`config.mk`:
```
export PLATFORM = sky130hd
export DESIGN_NAME = otter_fetch_stage
export DESIGN_NICKNAME = d
export VERILOG_FILES = /design/src/rtl/otter_fetch_stage.sv
export SDC_FILE = /design/constraint.sdc
export NUM_CORES = 1
export LEC_CHECK = 0
export CORE_UTILIZATION = 40
export CTS_CLUSTER_SIZE = 30
export DETAILED_ROUTE_END_ITERATION = 8
export HOLD_SLACK_MARGIN = 0.05
export PLACE_DENSITY = 0.73
export SETUP_SLACK_MARGIN = 0.15
export SLEW_MARGIN = 20
export SYNTH_ARGS = -nofsm -noshare
export SYNTH_HDL_FRONTEND = slang
export SYNTH_SLANG_ARGS = --single-unit
```
`constraint.sdc`:
```
create_clock -name CLK -period 2.7 [get_ports CLK]
set_clock_uncertainty 0.05 [all_clocks]
set_input_delay 0.675 -clock CLK [delete_from_list [all_inputs] [get_ports CLK]]
set_output_delay 0.675 -clock CLK [all_outputs]
set_load 0.01 [all_outputs]
```
`src/rtl/otter_fetch_stage.sv`:
```
// rtl/otter_fetch_stage.sv - OTTER instruction-fetch stage: PC select, imem req/ack, skid-buffered IF register
// Optional misaligned-target flag: OTTER_FETCH_MISALIGN_EN
module otter_fetch_stage #(
    parameter logic [31:0] RESET_VEC = 32'h0000_0000
) (
    input  logic        CLK,
    input  logic        RST,
    input  logic [2:0]  PC_SRC,
    input  logic [31:0] JALR,
    input  logic [31:0] BRANCH,
    input  logic [31:0] JAL,
    input  logic [31:0] MTVEC,
    input  logic [31:0] MEPC,
    input  logic        STALL,
    output logic        IMEM_REQ,
    output logic [31:0] IMEM_ADDR,
    input  logic        IMEM_ACK,
    input  logic [31:0] IMEM_RDATA,
    output logic        IF_VALID,
    output logic [31:0] IF_PC,
    output logic [31:0] IF_IR,
    output logic        MISALIGN
);

    typedef enum logic [1:0] {S_IDLE, S_REQ, S_DRAIN, S_HOLD} state_t;

    state_t      state, state_nxt;
    logic [31:0] fpc;
    logic        skid_valid;
    logic [31:0] skid_pc, skid_ir;
    logic        redirect;
    logic [31:0] target_raw;
    logic        accept, to_out, to_skid, skid_to_out;

    always_comb begin
        redirect   = 1'b1;
        target_raw = 32'h0;
        case (PC_SRC)
            3'b001:  target_raw = JALR;
            3'b010:  target_raw = BRANCH;
            3'b011:  target_raw = JAL;
            3'b100:  target_raw = MTVEC;
            3'b101:  target_raw = MEPC;
            default: redirect   = 1'b0;
        endcase
    end

    // Redirect outranks ACK and STALL: an ACK in a redirect cycle is dropped.
    always_comb begin
        state_nxt   = state;
        accept      = 1'b0;
        to_out      = 1'b0;
        to_skid     = 1'b0;
        skid_to_out = 1'b0;
        case (state)
            S_IDLE: state_nxt = S_REQ;
            S_REQ: begin
                if (redirect) begin
                    state_nxt = IMEM_ACK ? S_REQ : S_DRAIN;
                end else if (IMEM_ACK) begin
                    accept = 1'b1;
                    if (!IF_VALID || !STALL) begin
                        to_out = 1'b1;
                    end else begin
                        to_skid   = 1'b1;
                        state_nxt = S_HOLD;
                    end
                end
            end
            S_DRAIN: begin
                if (IMEM_ACK) state_nxt = S_REQ;
            end
            S_HOLD: begin
                if (redirect) begin
                    state_nxt = S_REQ;
                end else if (!STALL) begin
                    skid_to_out = 1'b1;
                    state_nxt   = S_REQ;
                end
            end
            default: state_nxt = S_IDLE;
        endcase
    end

    assign IMEM_REQ  = (state == S_REQ) && !skid_valid;
    assign IMEM_ADDR = fpc;

    always_ff @(posedge CLK) begin
        if (RST) begin
            state      <= S_IDLE;
            fpc        <= RESET_VEC;
            IF_VALID   <= 1'b0;
            IF_PC      <= 32'h0;
            IF_IR      <= 32'h0000_0013;
            skid_valid <= 1'b0;
            skid_pc    <= 32'h0;
            skid_ir    <= 32'h0;
        end else begin
            state <= state_nxt;
            if (redirect)    fpc <= target_raw & ~32'h3;
            else if (accept) fpc <= fpc + 32'd4;

            if (redirect) begin
                IF_VALID   <= 1'b0;
                skid_valid <= 1'b0;
            end else if (to_out) begin
                IF_VALID <= 1'b1;
                IF_PC    <= fpc;
                IF_IR    <= IMEM_RDATA;
            end else if (skid_to_out) begin
                IF_VALID   <= 1'b1;
                IF_PC      <= skid_pc;
                IF_IR      <= skid_ir;
                skid_valid <= 1'b0;
            end else if (!STALL) begin
                IF_VALID <= 1'b0;
            end

            if (to_skid) begin
                skid_valid <= 1'b1;
                skid_pc    <= fpc;
                skid_ir    <= IMEM_RDATA;
            end
        end
    end

`ifdef OTTER_FETCH_MISALIGN_EN
    // The flag rides with the first instruction fetched after a bit[1] redirect.
    logic mis_pend, if_mis, skid_mis;

    always_ff @(posedge CLK) begin
        if (RST) begin
            mis_pend <= 1'b0;
            if_mis   <= 1'b0;
            skid_mis <= 1'b0;
        end else if (redirect) begin
            mis_pend <= target_raw[1];
            if_mis   <= 1'b0;
            skid_mis <= 1'b0;
        end else begin
            if (accept) mis_pend <= 1'b0;
            if (to_out)           if_mis <= mis_pend;
            else if (skid_to_out) if_mis <= skid_mis;
            else if (!STALL)      if_mis <= 1'b0;
            if (to_skid) skid_mis <= mis_pend;
        end
    end

    assign MISALIGN = if_mis;
`else
    assign MISALIGN = 1'b0;
`endif

endmodule

```
# == Word level (Yosys, flattened, before mapping) ==
# Cells that the tools add are included.
# W data, S select, Z words.
# op_classes
n_addsub,1
mul,0
div,0
magnitude_cmp,0
eq_ne,14
shifts,0
muxes,37
bitwise_logic,1
reduce_logical,14
# ops
operator,count
$mux W32,6
$pmux W32 S5,1
$add A32 B3 Y32 const B,1
$mux W1,22
$mux W2,7
$ne A3 B3 Y1 const B,3
$pmux W2 S4,1
$eq A3 B2 Y1 const B,2
$eq A3 B3 Y1 const B,2
$reduce_or A5 Y1,1
$eq A2 B2 Y1 const B,2
$reduce_and A2 Y1,2
$reduce_and A4 Y1,1
$reduce_bool A2 Y1,2
$eq A3 B1 Y1 const B,1
$logic_not A1 Y1,3
$ne A3 B1 Y1 const B,1
$ne A3 B2 Y1 const B,1
$reduce_bool A3 Y1,1
$eq A2 B1 Y1 const B,1
$logic_not A2 Y1,1
$ne A2 B2 Y1 const B,1
$reduce_or A2 Y1,1
$logic_and A1 B1 Y1,1
2 further kinds,2
# word_totals
reg_bits,164
latchBits,0
ram_bits,0
romBits,0
in_bits,199
out_inout_bits,99
elab_cells,76
memories,0

# == Longest topological paths before layout ==
# Gate-level depths: netlist of the first run.
# logic_depth
word_depth,9
mapped_depth,9
depth_no_buf,6

# == Least setup slack after synthesis of the first run ==
# Ideal clock, no wire load.
# synth_timing
path_type,input-to-reg
from,input port PC_SRC[0]
to,register skid_pc[5]
setup_ps,128
arrival_time_ps,2187
required_time_ps,2522
setup_slack_ps,336
path_stages,8
n_path_buf,3
path_cell_list,clkbuf_1 -> nor3_1 -> a21oi_1 -> nor3_1 -> clkbuf_1 -> buf_2 -> mux2i_1 -> nor2_1
# synth_via
elab_chain_len,5
word_cells_on_any_way,9
classes_between,eq/ne: 5; mux: 3; reduce/logical: 1
# synth_rtl
item,line,text
"start, declared",8,"input logic [2:0] PC_SRC,"
$eq A3 B3 Y1 (tied with other cells),38,case (PC_SRC)
$reduce_or A5 Y1 (no line) (*),--,
$mux W1 (*),38,
$mux W1 (*),58,if (redirect) begin
$mux W1 (*),55,case (state)
"end signal, assigned",121,skid_pc <= fpc;
"end, declared",30,"logic [31:0] skid_pc, skid_ir;"
# Mark *: on every way between the ends. The rest lies on a longest branch, timed or not.
# A chain may end at the register's enable or synchronous reset.

# == Worst setup path after layout of the first run ==
# layout_timing
from,input port PC_SRC[1]
to,register IF_IR[21]
# layout_via
elab_chain_len,7
word_cells_on_any_way,15
classes_between,eq/ne: 5; mux: 6; bitwise: 1; reduce/logical: 3
# layout_rtl
item,line,text
$eq A3 B3 Y1 (tied with other cells),38,
$reduce_or A5 Y1 (no line) (*),--,
$mux W1 (*),38,
"$mux W1, on equally long branches","58, 74",
$mux W1,55,
$reduce_bool A2 Y1 (no line),--,
$reduce_and A2 Y1 (no line),--,
"end signal, assigned",113,IF_IR <= skid_ir;
"end, declared",21,"output logic [31:0] IF_IR,"
# Marked as above.

==> results of run 1 <==
-- critical path: cells and delay by family --
kind	cells	cell delay (ns)
buffers and inverters	4	1.04
and+or+nand+nor	2	0.56
AOI/OAI and AO/OA	2	0.36
muxes	1	0.09
-- power by group through the flow --
stage	Clock, W	Sequential [W]	Combinational, W
floorplan	0	0.00260	0.000486
global placement	0	0.00257	0.00125
detailed placement	0	0.00257	0.00126
CTS	0.00254	0.00252	0.00127
global route	0.00264	0.00254	0.00136
finish	0.00249	0.00252	0.00127
-- worst paths after layout --
path	slack, ns	start	endpoint
worst min-delay path	0.44	skid_ir[31]$_SDFFE_PP0P_	skid_ir[31]$_SDFFE_PP0P_
worst min register to register	0.44	skid_ir[31]$_SDFFE_PP0P_	skid_ir[31]$_SDFFE_PP0P_
worst max-delay path	0.25	PC_SRC[1]	IF_IR[21]$_SDFFE_PP0P_
worst max register to register	0.45	IMEM_ADDR[15]$_SDFFE_PP0P_	IMEM_ADDR[30]$_SDFFE_PP0P_
-- cells by family after synthesis --
group | after synthesis
and+or+nand+nor | 290
AOI/OAI and AO/OA | 211
muxes | 159
DFF | 158
buffers and inverters | 107
xor gates and xnor gates | 17
adders and majority gates | 1
other | 1
-- metrics by stage --
step,area (um2),setup WS (ns),total power [W]
2_1_floorplan,8222,0.3358,0.003083
3_3_place_gp,11930,-0.2740,0.003824
3_5_place_dp,11930,-0.2892,0.003835
4_1_cts,12540,0.1846,0.006332
5_1_grt,12540,0.1170,0.006538
6_report,12540,0.2502,0.006292
-- cell usage in the layout (no fill, tap or decap), types with 10 or more instances in the layout --
master / n
dfxtp_1: 157
o22ai_1: 16
clkbuf_16: 17
nor2b_1: 11
mux2_2: 11
mux2i_1: 148
nand3_1: 12
buf_12: 18
nand4_1: 11
clkdlybuf4s50_1: 280
a221oi_1: 11
inv_1: 10
nand2_1: 50
buf_4: 79
nor2_1: 151
o21ai_0: 23
nor3_1: 14
a211oi_1: 64
a21oi_1: 37
-- per-layer routing --
layer / track usage (%) / wire, um / part of all wire, % / vias up
li1: - / - / - / 4043
met1: 31.98 / 11800 / 44 / 3841
met2: 41.88 / 12830 / 48 / 269
met3: 6.038 / 1741 / 6.5 / 42
met4: 6.895 / 567 / 2.1 / 0
met5: 0 / 0 / 0 / -
-- layout make-up --
| cell class | count | area [um2] |
|---|---|---|
| clock buffer | 19 | 442.9 |
| clock inverter | 12 | 160.2 |
| fill | 1747 | 7626 |
| inverter | 10 | 37.54 |
| multi-input combinational | 683 | 4639 |
| sequential | 158 | 3164 |
| tap | 270 | 337.8 |
| timing repair buffer | 378 | 3761 |
-- timing repair --
item | in CTS | in global routing
endpoints found under the hold margin | 0 | 0
setup endpoints to repair | 4 | 18
gates resized for setup | 1 | 2
-- registers in the layout (all words and copies together) (netlist names) --
register	flops
IF_PC	30
skid_valid	1
IF_IR	32
state	2
IF_VALID	1
skid_pc	30
IMEM_ADDR	30
skid_ir	32
==> results.txt, run 1 <==
Synth Area in XOR/XNOR: 1.814%
final setup TNS: 0 ns
Logic pwr share: 20.2%
Hold WS: 0.4423 ns
top cell type's share of synthesized area: 38.54%
R2R cell count: 5
Synth Area in Compound Gates: 17.93%
All-Layer GR Usage: 25.03%
Crit. End Element: flip-flop
P_leak: 4.334 nW
DP HPWL: 20100 um
Worst Path Arrival: 2.72 ns
switching share of total power: 26.56%
syn_area_per_cell: 8.693 um2
initial core utilization: 40.69%
RSZ-0062 raised after global routing: no
cts bufs inserted: 17
port buffer count: 282
post-CTS setup buffers: 0
Root Driver: clkbuf_16
gpl congestion: 0.8898
crit path max fanout: 15
TritonCTS clock tree: done
ANT nets after route: 0
Post-synth top cells: dfxtp_1 (158), nor2_1 (151), mux2i_1 (148)
Clock transition at path regs: 0.06 ns
fin crit period: 2.450 ns
Wirelength per Cell: 17.61 um
Post-Synth Simple-Gate Area: 16.45%
first-pass GRT wire length: 41810 um
ys async rst share: 0%
Clock H-tree levels: 4
diode count: 0
Placement Rows: 52
Clk pwr share: 39.6%
initial antenna violation count: 0
mux cell area share after synthesis: 19.56%
vias in the first global route: 7788
die footprint: 21090 um2
core area: 20170 um2
routed via count: 8195
final setup vio count: 0
drt pass-1 iters: 8
Finished Layout Cells: 1530
period utilization: 90.73%
Final Max Slew Viols: 0
largest net degree at the start of global routing: 91
Worst Hold Class: flip-flop to flip-flop
Final Hold Fails: 0
CP Launch Type: input pin
Synth Warn #: 0
First DRT Iteration DRCs: 500
worst-path cell chain: clkdlybuf4s50_1, nor3_2, a21oi_1, buf_4, nor3_4, buf_4, buf_12, mux2i_1, a211oi_1
most frequent cell after synthesis: dfxtp_1
Post-Synth Adder-Cell Area: 0.1525%
Seq pwr share: 40.1%
io pins: 298
Area Overhead vs Synth: 52.84%
CP max-delay cell: clkdlybuf4s50_1
Cell variety after synth: 61
Sink Count: 158
post-layout util: 62.19%
Top cell by count, worst path: buf_4
hold_buf cts: 0
Crit path largest cell delay: 0.49 ns
Top FF cell, synth: dfxtp_1
DRC violations left: 0
vias per cell: 5.356
cell count after synthesis: 944
remaining global-route overflow: 0
Synth area leaders: dfxtp_1 (39%), mux2i_1 (18%), nor2_1 (6.9%)
Power Dens Cells: 501.6 nW/um2
WL final: 26940 um
outcome: finished clean
maxcap violations: 0
Internal: 0.004620 W
Max Fclk: 0.4082 GHz
switching pwr: 0.001671 W
dpl cells: 1499
layout cells sized above 1: 11.98%
Worst Path Required: 2.97 ns
worst skew pair latency: 0.43 ns
register area share after synthesis: 38.54%
Die X: 145.2 um
hold depth: 2
Clock Path Buffers: 2
largest family of logic cells by synthesized area: multiplexers
VDD IR max: 0.5346 mV
nets: 1448
Post-Syn Area: 8207 um2
Seq cells post-synth: 158
WS Path Type: input pin to flip-flop
Die Ht: 145.2 um
Post-synth EDFFs: 0
cell taking the most area after synthesis: dfxtp_1
(Power assumes the default switching activity.)
==> inputs of run 2 (changes only) <==
--- a/config.mk
+++ b/config.mk
@@ -6,10 +6,10 @@
 export NUM_CORES = 1
 export LEC_CHECK = 0
 export CORE_UTILIZATION = 40
-export CTS_CLUSTER_SIZE = 30
+export CTS_CLUSTER_SIZE = 10
 export DETAILED_ROUTE_END_ITERATION = 8
 export HOLD_SLACK_MARGIN = 0.05
-export PLACE_DENSITY = 0.73
+export PLACE_DENSITY_LB_ADDON = 0.15
 export SETUP_SLACK_MARGIN = 0.15
 export SLEW_MARGIN = 20
 export SYNTH_ARGS = -nofsm -noshare
==> constraint.sdc (replaced) <==
create_clock -name CLK -period 2.3 [get_ports CLK]
set_clock_uncertainty 0.05 [all_clocks]
set_input_delay 0.575 -clock CLK [delete_from_list [all_inputs] [get_ports CLK]]
set_output_delay 0.575 -clock CLK [all_outputs]
set_load 0.01 [all_outputs]
==> run 2 against run 1 <==
- register-to-register slack lost 0.16 ns
- cell area grew 0.67%
- sequential share of layout area is essentially flat
- global-route usage grew 0.57 points
- wire length shrank 0.55%
- sequential cell count is the same
- via count shrank 0.49%
- clock power grew 10%
- sequential power grew 18%
- die area is the same
- critical path type is now flip-flop to primary output
- highest routed layer unchanged
==> results.txt, run 2 (synthesis results as in run 1) <==
vias per cell: 5.292
Placement Rows: 52
final setup vio count: 0
Crit path largest cell delay: 0.54 ns
nets: 1458
Final Worst Setup Slack: 0.1933 ns
final setup TNS: 0 ns
diode count: 0
Setup WS pre-CTS: -0.5163 ns
VDD IR max: 0.5133 mV
Sink Count: 158
io pins: 298
CP max-delay cell: clkdlybuf4s50_1
RSZ-0062 raised after global routing: no
Clock H-tree levels: 4
Die Ht: 145.2 um
drt pass-1 iters: 5
Wirelength per Cell: 17.39 um
initial antenna violation count: 0
commonest non-fill, non-tap cells in the layout: clkdlybuf4s50_1 (265), nor2_1 (151), mux2i_1 (148), dfxtp_1 (143), buf_4 (90)
Clock transition at path regs: 0.07 ns
Area Overhead vs Synth: 53.86%
outcome: finished clean
DRC violations left: 0
Clock Path Buffers: 2
All-Layer GR Usage: 25.60%
Worst Path Arrival: 1.48 ns
DP HPWL: 20380 um
crit path max fanout: 9
Power Dens Cells: 571.7 nW/um2
die footprint: 21090 um2
remaining global-route overflow: 0
TritonCTS clock tree: done
worst skew pair latency: 0.42 ns
Final Hold Fails: 0
fin crit period: 2.107 ns
Finished Layout Cells: 1541
Hold WS: 0.4395 ns
hold_buf cts: 0
Crit. End Element: primary output
port buffer count: 282
Worst Hold Class: flip-flop to flip-flop
flop2flop setup slack: 0.29 ns
Max Fclk: 0.4747 GHz
period utilization: 91.60%
CP Launch Type: flip-flop
vias in the first global route: 7913
post-layout util: 62.61%
initial core utilization: 40.69%
maxcap violations: 0
Worst Path Required: 1.67 ns
cts bufs inserted: 17
gpl congestion: 0.8784
Die X: 145.2 um
WS Path Type: flip-flop to primary output
dpl cells: 1507
largest net degree at the start of global routing: 75
First DRT Iteration DRCs: 492
P_leak: 4.497 nW
Largest regs: IF_IR: 32 flops, skid_ir: 32 flops
layout cells sized above 1: 14.32%
first-pass GRT wire length: 42840 um
core area: 20170 um2
ANT nets after route: 0
Root Driver: clkbuf_16
commonest non-fill, non-tap cell in the layout: clkdlybuf4s50_1
worst-path cell chain: buf_4, clkdlybuf4s50_1
routed via count: 8155
Final Max Slew Viols: 0
WL final: 26790 um
run 2: cell type report:
cell class              count  area, um2
clock buffers              17      425.4
clock inverters            15      150.1
fillers                  1761       7542
inverters                  10      37.54
multi-input cells         683       4668
flip-flops and latches    158       3182
well taps                 270      337.8
repair buffers            388       3826
run 2: worst max-delay path, delay by kind of cell, from the launching register on:
| kind | cells | cell delay, ns |
|---|---|---|
| buffers and inverters | 2 | 0.71 |
| DFF | 1 | 0.34 |
run 2: final timing paths:
| check | from | end | cells after the start |
|---|---|---|---|
| hold reg to reg | skid_ir[20]$_SDFFE_PP0P_ | skid_ir[20]$_SDFFE_PP0P_ | 2 |
| setup reg to reg | IMEM_ADDR[6]$_SDFFE_PP0P_ | IMEM_ADDR[21]$_SDFFE_PP0P_ | 5 |
| hold / removal | skid_ir[20]$_SDFFE_PP0P_ | skid_ir[20]$_SDFFE_PP0P_ | 2 |
| setup / recovery | IMEM_ADDR[11]$_SDFFE_PP0P_ | IMEM_ADDR[11] | 2 |
run 2: metal layers:
layer / track usage [%] / wire length, um / vias up
met3: 5.189 / 1559 / 39
met5: 0 / 0 / -
li1: - / - / 4069
met2: 42.79 / 12830 / 242
met4: 7.368 / 514 / 0
met1: 33.22 / 11890 / 3805
run 2: per-stage QoR:
step           cell area (um2)  power (W)
5_1_grt                  12630   0.007535
3_5_place_dp             11960   0.004516
2_1_floorplan             8239   0.003619
3_3_place_gp             11960   0.004510
4_1_cts                  12580   0.007287
6_report                 12630   0.007219
run 2: where the power goes:
part	switching, W	internal, W	leakage (nW)
clock network	0.00123	0.00153	0.276
registers	0.000118	0.00285	1.29
logic	0.000655	0.000836	2.93
run 2: repair_timing:
| item | 4_1_cts | 5_1_grt |
|---|---|---|
| pin swaps | 1 | 0 |
| endpoints found under the setup margin | 142 | 15 |
| setup buffers | 2 | 0 |
| gates resized for setup | 23 | 15 |
| gates cloned | 0 | 0 |
==> inputs of run 3 (changes only) <==
--- a/config.mk
+++ b/config.mk
@@ -6,6 +6,7 @@
 export NUM_CORES = 1
 export LEC_CHECK = 0
 export CORE_UTILIZATION = 40
+export CTS_CLUSTER_DIAMETER = 100
 export CTS_CLUSTER_SIZE = 10
 export DETAILED_ROUTE_END_ITERATION = 8
 export HOLD_SLACK_MARGIN = 0.05
==> results of run 3 <==
The final DEF is identical to that of run 2; final timing and power are the same.
